===== config.mk =====
export PLATFORM = sky130hd
export DESIGN_NAME = iic_eeprom_rd
export DESIGN_NICKNAME = d
export VERILOG_FILES = /design/src/rtl/iic_eeprom_rd.sv
export SDC_FILE = /design/constraint.sdc
export NUM_CORES = 1
export LEC_CHECK = 0
export ABC_AREA = 1
export BUFFER_PORTS_ARGS = -buffer_cell sky130_fd_sc_hd__buf_4
export CORE_UTILIZATION = 50
export CTS_CLUSTER_DIAMETER = 150
export DETAILED_ROUTE_END_ITERATION = 7
export PLACE_DENSITY_LB_ADDON = 0.25
export SETUP_SLACK_MARGIN = 0.3
export SKIP_LAST_GASP = 1
export SYNTH_ARGS = -nofsm -noshare
export SYNTH_HDL_FRONTEND = slang
export SYNTH_SLANG_ARGS = --single-unit

===== constraint.sdc =====
create_clock -name CLK_IN -period 1.6 [get_ports CLK_IN]
set_input_delay 0.24 -clock CLK_IN [delete_from_list [all_inputs] [get_ports CLK_IN]]
set_output_delay 0.24 -clock CLK_IN [all_outputs]
set_load 0.005 [all_outputs]

===== src/rtl/iic_eeprom_rd.sv =====
// iic_eeprom_rd: burst-reads NUM_BYTES from the on-board I2C EEPROM through
// one PCA9548 switch-channel request port, retries on failure, and publishes
// the assembled word as DATA_OUT/VALID_OUT.
// Optional feature macro: IIC_EEPROM_RD_CSUM_EN (read and verify a trailing
// checksum byte; the 8-bit sum of all bytes read must be 8'h00).
module iic_eeprom_rd #(
   parameter logic [6:0]  DEV_ADDR   = 7'h54,
   parameter logic [7:0]  WORD_ADDR  = 8'h00,
   parameter int unsigned NUM_BYTES  = 6,
   parameter int unsigned RETRY      = 3,
   parameter int unsigned RETRY_WAIT = 2000
) (
   input  logic                   CLK_IN,
   input  logic                   RESET_IN,
   input  logic                   START_IN,
   output logic                   BUSY_OUT,
   output logic                   VALID_OUT,
   output logic                   FAIL_OUT,
   output logic [8*NUM_BYTES-1:0] DATA_OUT,
   output logic                   IIC_REQ_OUT,
   output logic [7:0]             IIC_NUM_OUT,
   output logic [6:0]             IIC_DAD_OUT,
   output logic [7:0]             IIC_ADR_OUT,
   output logic                   IIC_RNW_OUT,
   output logic [7:0]             IIC_WDT_OUT,
   input  logic                   IIC_RAK_IN,
   input  logic                   IIC_BSY_IN,
   input  logic [7:0]             IIC_RDT_IN,
   input  logic                   IIC_RVL_IN,
   input  logic                   IIC_EOR_IN,
   input  logic                   IIC_ERR_IN
);

`ifdef IIC_EEPROM_RD_CSUM_EN
   localparam int unsigned EXP_BYTES = NUM_BYTES + 1;
`else
   localparam int unsigned EXP_BYTES = NUM_BYTES;
`endif
   localparam int unsigned CNT_W  = 5;
   localparam int unsigned ATT_W  = 4;
   localparam int unsigned WAIT_W = 16;
   localparam int unsigned DW     = 8 * NUM_BYTES;

   typedef enum logic [2:0] {
      S_IDLE, S_REQ, S_RUN, S_CHECK, S_WAIT, S_DONE, S_FAIL
   } state_t;

   state_t              state_q, state_d;
   logic                start_pend_q, start_pend_d;
   logic                busy_q, busy_d;
   logic                valid_q, valid_d;
   logic                fail_q, fail_d;
   logic                req_q, req_d;
   logic [DW-1:0]       data_q, data_d;
   logic [7:0]          shadow_q [EXP_BYTES];
   logic [7:0]          shadow_d [EXP_BYTES];
   logic [CNT_W-1:0]    byte_cnt_q, byte_cnt_d;
   logic                eor_q, eor_d;
   logic                err_q, err_d;
   logic [ATT_W-1:0]    att_q, att_d;
   logic [WAIT_W-1:0]   wait_q, wait_d;
   logic                bsy_q;
   logic                csum_ok_c;
   logic                pass_c;

   // Constant request fields towards the switch channel
   assign IIC_NUM_OUT = 8'(EXP_BYTES - 1);
   assign IIC_DAD_OUT = DEV_ADDR;
   assign IIC_ADR_OUT = WORD_ADDR;
   assign IIC_RNW_OUT = 1'b1;
   assign IIC_WDT_OUT = 8'h00;

   assign BUSY_OUT    = busy_q;
   assign VALID_OUT   = valid_q;
   assign FAIL_OUT    = fail_q;
   assign DATA_OUT    = data_q;
   assign IIC_REQ_OUT = req_q;

`ifdef IIC_EEPROM_RD_CSUM_EN
   logic [7:0] csum_c;

   // Running 8-bit sum over data plus checksum byte
   always_comb begin
      csum_c = 8'h00;
      for (int i = 0; i < EXP_BYTES; i++) csum_c = csum_c + shadow_q[i];
   end
   assign csum_ok_c = (csum_c == 8'h00);
`else
   assign csum_ok_c = 1'b1;
`endif

   // An attempt is good only if it ended cleanly with exactly the expected length
   assign pass_c = !err_q && eor_q && (byte_cnt_q == CNT_W'(EXP_BYTES)) && csum_ok_c;

   // State and datapath registers; reset arms an automatic first read
   always_ff @(posedge CLK_IN) begin
      if (RESET_IN) begin
         state_q      <= S_IDLE;
         start_pend_q <= 1'b1;
         busy_q       <= 1'b0;
         valid_q      <= 1'b0;
         fail_q       <= 1'b0;
         req_q        <= 1'b0;
         data_q       <= '0;
         shadow_q     <= '{default: '0};
         byte_cnt_q   <= '0;
         eor_q        <= 1'b0;
         err_q        <= 1'b0;
         att_q        <= '0;
         wait_q       <= '0;
         bsy_q        <= 1'b0;
      end else begin
         state_q      <= state_d;
         start_pend_q <= start_pend_d;
         busy_q       <= busy_d;
         valid_q      <= valid_d;
         fail_q       <= fail_d;
         req_q        <= req_d;
         data_q       <= data_d;
         shadow_q     <= shadow_d;
         byte_cnt_q   <= byte_cnt_d;
         eor_q        <= eor_d;
         err_q        <= err_d;
         att_q        <= att_d;
         wait_q       <= wait_d;
         bsy_q        <= IIC_BSY_IN;
      end
   end

   // Next-state and output logic; channel BSY is expected high by the RAK cycle
   always_comb begin
      state_d      = state_q;
      start_pend_d = start_pend_q;
      busy_d       = busy_q;
      valid_d      = valid_q;
      fail_d       = fail_q;
      req_d        = req_q;
      data_d       = data_q;
      shadow_d     = shadow_q;
      byte_cnt_d   = byte_cnt_q;
      eor_d        = eor_q;
      err_d        = err_q;
      att_d        = att_q;
      wait_d       = wait_q;

      case (state_q)
         S_IDLE, S_DONE, S_FAIL: begin
            if (start_pend_q || START_IN) begin
               state_d      = S_REQ;
               start_pend_d = 1'b0;
               valid_d      = 1'b0;
               fail_d       = 1'b0;
               busy_d       = 1'b1;
               att_d        = '0;
               byte_cnt_d   = '0;
               eor_d        = 1'b0;
               err_d        = 1'b0;
            end
         end
         S_REQ: begin
            if (IIC_RAK_IN) begin
               req_d   = 1'b0;
               state_d = S_RUN;
            end else begin
               req_d   = 1'b1;
            end
         end
         S_RUN: begin
            if (IIC_RVL_IN) begin
               for (int i = 0; i < EXP_BYTES; i++) begin
                  if (byte_cnt_q == CNT_W'(i)) shadow_d[i] = IIC_RDT_IN;
               end
               if (byte_cnt_q <= CNT_W'(EXP_BYTES)) byte_cnt_d = byte_cnt_q + CNT_W'(1);
               if (IIC_EOR_IN) eor_d = 1'b1;
            end
            if (IIC_ERR_IN) err_d = 1'b1;
            if (!bsy_q) state_d = S_CHECK;
         end
         S_CHECK: begin
            if (pass_c) begin
               for (int i = 0; i < NUM_BYTES; i++) begin
                  data_d[8*(NUM_BYTES-1-i) +: 8] = shadow_q[i];
               end
               valid_d = 1'b1;
               busy_d  = 1'b0;
               state_d = S_DONE;
            end else if (att_q < ATT_W'(RETRY)) begin
               att_d   = att_q + ATT_W'(1);
               wait_d  = '0;
               state_d = S_WAIT;
            end else begin
               fail_d  = 1'b1;
               busy_d  = 1'b0;
               state_d = S_FAIL;
            end
         end
         S_WAIT: begin
            if (wait_q == WAIT_W'(RETRY_WAIT - 1)) begin
               wait_d     = '0;
               byte_cnt_d = '0;
               eor_d      = 1'b0;
               err_d      = 1'b0;
               state_d    = S_REQ;
            end else begin
               wait_d     = wait_q + WAIT_W'(1);
            end
         end
         default: state_d = S_IDLE;
      endcase
   end

endmodule


# == After elaboration in Yosys (flattened, before gate mapping) ==
# Cells that the tools add are included.
# totals
output_inout_bits,84
regBits,132
inputBits,16
wordCells,114
# op_classes
order_cmp,2
n_addsub,3
n_reduce_logical,27
eq_ne,26
mux,37
# op_table
cell,count
16-bit 2-to-1 mux,3
16-bit one-hot mux with 2 select lines,1
3-bit AND reduction,9
2-bit != test (second input constant),12
5-bit 2-to-1 mux,4
16-bit by 1-bit adder with 16-bit output (second input constant),1
16-bit by 11-bit == test with 1-bit output (second input constant),1
4-bit AND reduction,4
5-bit by 3-bit == test with 1-bit output (second input constant),3
3-bit one-hot mux with 5 select lines,1
5-bit one-hot mux with 3 select lines,1
1-bit 2-to-1 mux,12
3-bit 2-to-1 mux,4
4-bit 2-to-1 mux,3
5-bit by 2-bit == test with 1-bit output (second input constant),2
5-bit AND reduction,2
3-bit == test (second input constant),3
4-bit one-hot mux with 2 select lines,1
3-bit by 2-bit == test with 1-bit output (second input constant),2
1-bit one-hot mux with 2 select lines,3
1-bit one-hot mux with 3 select lines,2
5-bit by 1-bit adder with 5-bit output (second input constant),1
5-bit by 1-bit == test with 1-bit output (second input constant),1
5-bit by 3-bit less-or-equal comparator with 1-bit output (second input constant),1
other kinds (14),18

# == Depth between registers and ports, before layout ==
# logic_depth
word_depth,5
depth_mapped,12
mapped_depth_nobuf,11

# == Least setup slack after synthesis ==
# OpenSTA, ideal clock, no wires.
# synth_timing
path_kind,reg2reg
startpoint,reg byte_cnt_q[0]
endpoint,reg data_q[0] (netlist: DATA_OUT[0])
required_time_ns,1.472
path_buffers,2
setup_time_ns,0.128
stages_incl_launch_ff,10
t_arrival_ns,1.425
synth_period_minus_slack_ns,1.553
slack_ns,0.047
path_cell_list,dfxtp_1 -> inv_1 -> ha_1 -> inv_1 -> nor2_1 -> nand4_1 -> buf_2 -> clkbuf_1 -> o21ai_0 -> a21oi_1
# synth_between
elab_chain_cells,3
# synth_lines
item,line,text
start: declaration,57,"logic [CNT_W-1:0] byte_cnt_q, byte_cnt_d;"
start signal: assignment,121,byte_cnt_q <= byte_cnt_d;
5-bit by 3-bit == test with 1-bit output,93,assign pass_c = !err_q && eor_q && (byte_cnt_q == CNT_W'(EXP_BYTES)) && csum_ok_c;
1-bit logical AND,93,
2-bit AND reduction (no line),-,
end signal: assignment,119,data_q <= data_d;
end: declaration,54,"logic [DW-1:0] data_q, data_d;"
# Every way passes these cells.
# A chain may end at the register's enable or synchronous reset.

# == Final worst setup path ==
# layout_timing
startpoint,reg state_q[1]
endpoint,reg wait_q[10]
# layout_between
elab_chain_cells,3
elab_cells_between_ends,7
classes_between,eq/ne (4); mux (1); reduce/logical (2)
# layout_lines
item,line,text
start: declaration,48,"state_t state_q, state_d;"
start signal: assignment,113,state_q <= state_d;
3-bit by 2-bit == test with 1-bit output or 3-bit == test (tied branches),146,case (state_q)
2-bit != test (no line) or 2-bit nonzero test (tied branches),-,
3-bit AND reduction (no line),-,
end signal: assignment,125,wait_q <= wait_d;
end: declaration,61,"logic [WAIT_W-1:0] wait_q, wait_d;"
# Several ways; a longest one is shown, not always the timed one.

==> flow_summary.ini <==
[yosys]
netlist_instances = 768
synthXorXnorAreaFrac_pct = 0.3112
netlist_top_cells_area = dfxtp_1, o21ai_0, nor2_1
ys_seq_elements = 132
syn-cell-area_um2 = 5628
netlist.area_leader.share_pct = 46.95
synth_adder_area_share_pct = 1.334
synth_top_family_by_area = simple AND/OR/NAND/NOR gates
yosys.area.top_type = dfxtp_1
yosysWarnings = 0
yosysSeqAreaShare_pct = 46.95
synth_mux_area_share_pct = 0
yosysUniqueCellTypes = 28
synth.avg_cell_area_um2 = 7.328
yosys.area_share.simple_pct = 21.43
synth_compound_area_share_pct = 16.54

[finish]
drive_above_1_share_pct = 41.44
fillCellCount = 719
area_growth_pct = 48.33
nNetsFinal = 914
antenna_cells = 0
design_area_um2 = 8348
stdcell_count = 1045

[global_routing]
grt_pass1_vias = 5045
grt_start_max_net_pins = 46
grt.overflow.total = 0
antenna_found_initial = 0
grt_pass1_wl_um = 23620
grt_usage_pct = 26.37

[critical_path]
crit_path_start = state_q[1]
r2r_end = wait_q[10]
start_kind = flop
cp_max_fo = 7
worst-r2r-setup-slack_ns = 0.03
cp-endpoint = wait_q[10]
worstReg2RegStart = state_q[1]
reg2reg_depth = 10
path_class = flop to flop
end_kind = flop
cp.arrival_ns = 2.01
critPathRequiredTime_ns = 2.04

[clock_network]
cts_buffer_depth = 2
numCtsBuffers = 17
path_clk_slew_ns = 0.07
cts-root-buf = clkbuf_8
cts_num_sinks = 132
cts_tree = yes
insertion_delay_ns = 0.55
htreeDepth = 4

[detailed_routing]
vias_per_cell = 5.335
dr.pass1.iters = 5
drc = 0
detail-route-antenna-nets = 0
vias = 5575
post_drt_wl_per_cell_um = 15.73
drt_iter0_markers = 269
wirelength_um = 16440

[sta]
setup_viol = 0
finalHoldViolations = 0
skew_ns = 0.01124
fin_tns_setup_ns = 0
fin_crit_sh_pct = 98.32
max_freq_ghz = 0.6357
rsz0062_at_grt = true
drv_slew = 0
period_needed_ns = 1.573
hold_ws_ns = 0.02245

[floorplan]
die_w_um = 108.1
die_y_um = 108.1
rows = 38
coreArea_um2 = 10890
initial_core_util_pct = 51.69
ioPinCount = 100
dieArea_um2 = 11680

[place]
port_buffers = 67
placedCellCount = 979
place_area_um2 = 6530
dp_hpwl_um = 8905
gp_congestion = 0.8864

[power]
p_clk_share_pct = 37.9
seqPwrFrac_pct = 36.5
power.total_mw = 10.23
ir_drop_uv = 860.5
power.switching_mw = 3.285
sw_frac_of_total_pct = 32.12
powerDensity_nw_per_um2 = 1225
p_leak_nw = 3.378
p_comb_share_pct = 25.6
p_int_mw = 6.944

[job]
drv_cap = 0

[min_path]
hp-class = input port to flop
hold_path_startpoint = RESET_IN

[run_status]
outcome = completed
## per-stage QoR
stage	setup WS [ns]	utilization, %
global route	-0.03331	76.67
floorplan	0.1933	-
global placement	-0.01497	59.97
CTS	0.1059	70.79
finish	0.02681	76.67
detailed placement	-0.07123	59.97
## registers in the layout (all words and copies together), names as in the netlist
name          cells
start_pend_q      1
err_q             1
att_q             4
BUSY_OUT          1
eor_q             1
wait_q           16
VALID_OUT         1
DATA_OUT         48
byte_cnt_q        5
FAIL_OUT          1
state_q           3
shadow_q         48
IIC_REQ_OUT       1
bsy_q             1
## routing by layer
metal  GRT usage, %  part of all wire [%]
met2          44.81                    51
met3          6.028                   5.6
met4          13.50                   3.7
met1          30.99                    40
met5              0                     0
## cell families after synthesis
group | count (synthesis)
and+or+nand+nor | 285
AOI/OAI and AO/OA | 184
buffers and inverters | 157
DFF | 132
adders and majority gates | 6
xor gates and xnor gates | 2
other | 2
## worst min path at each step
stage	to	cells past startpoint
6_report	start_pend_q	3
5_1_grt	start_pend_q	3
4_1_cts	start_pend_q	3
3_5_place_dp	att_q[2]	2
3_3_place_gp	DATA_OUT[13]	2
2_1_floorplan	bsy_q	2
## synthesized netlist by cell type
cell / instances
nand2_4: 2
xnor2_1: 1
inv_2: 4
clkbuf_1: 21
ha_1: 6
nor2_2: 2
a21oi_1: 78
xor2_1: 1
nand2_1: 89
inv_1: 89
clkinv_4: 2
nor3_1: 6
buf_1: 1
nand4_1: 11
buf_6: 3
buf_4: 32
a211oi_1: 1
nor2_4: 2
dfxtp_1: 132
nor2_1: 132
nand3_1: 32
buf_2: 5
nand2_2: 4
nand3b_1: 3
o21ai_0: 102
or2_2: 2
conb_1: 2
o21bai_1: 3
## timing repair
item / CTS / global route
setup endpoints to repair: 130 / 132
cloned: 6 / 4
pin swaps: 26 / 42
hold buffers: 6 / 0
setup buffers: 10 / 8
gates resized for setup: 113 / 160
hold endpoints to repair: 6 / 0
## layout by cell type, fill, tap and decap left out, types with 7 or more instances in the layout
cell type / count
nand4_1: 11
nand3_1: 26
o21ai_2: 57
o21ai_1: 32
o21ai_4: 10
dfxtp_2: 9
conb_1: 32
nand2_2: 13
clkbuf_16: 18
a21oi_2: 37
a21oi_1: 39
nor2_2: 28
nor2_1: 96
nor2_4: 13
inv_1: 79
buf_4: 103
buf_6: 12
dfxtp_1: 117
nand2_1: 75
buf_12: 7
## area by class of cell
| type | count | area [µm²] | area share, % |
|---|---|---|---|
| Multi-Input combinational cell | 513 | 3243 | 38.85 |
| Sequential cell | 132 | 2676 | 32.06 |
| Timing Repair Buffer | 133 | 1241 | 14.87 |
| Clock buffer | 19 | 431.7 | 5.171 |
| Inverter | 95 | 421.7 | 5.051 |
| Tap cell | 140 | 175.2 | 2.098 |
| Clock inverter | 13 | 158.9 | 1.903 |
## power groups by stage
stage	sequential [mW]	clock (mW)	combinational, mW
global route	3.76	4.07	2.82
CTS	3.68	3.90	2.17
detailed placement	3.73	0	1.79
finish	3.73	3.88	2.62
global placement	3.72	0	1.74
floorplan	3.72	0	1.24
## critical path, cell delays in order (launching register included)
cell and delay (ns):
dfxtp_4 0.40, nand2_1 0.08, nor2_2 0.13, buf_4 0.15, nand3_1 0.12, nand2_2 0.14
nand2_4 0.09, inv_4 0.10, nand2_2 0.09, nand3_1 0.12, nor2_1 0.06
(Power assumes the default switching activity.)
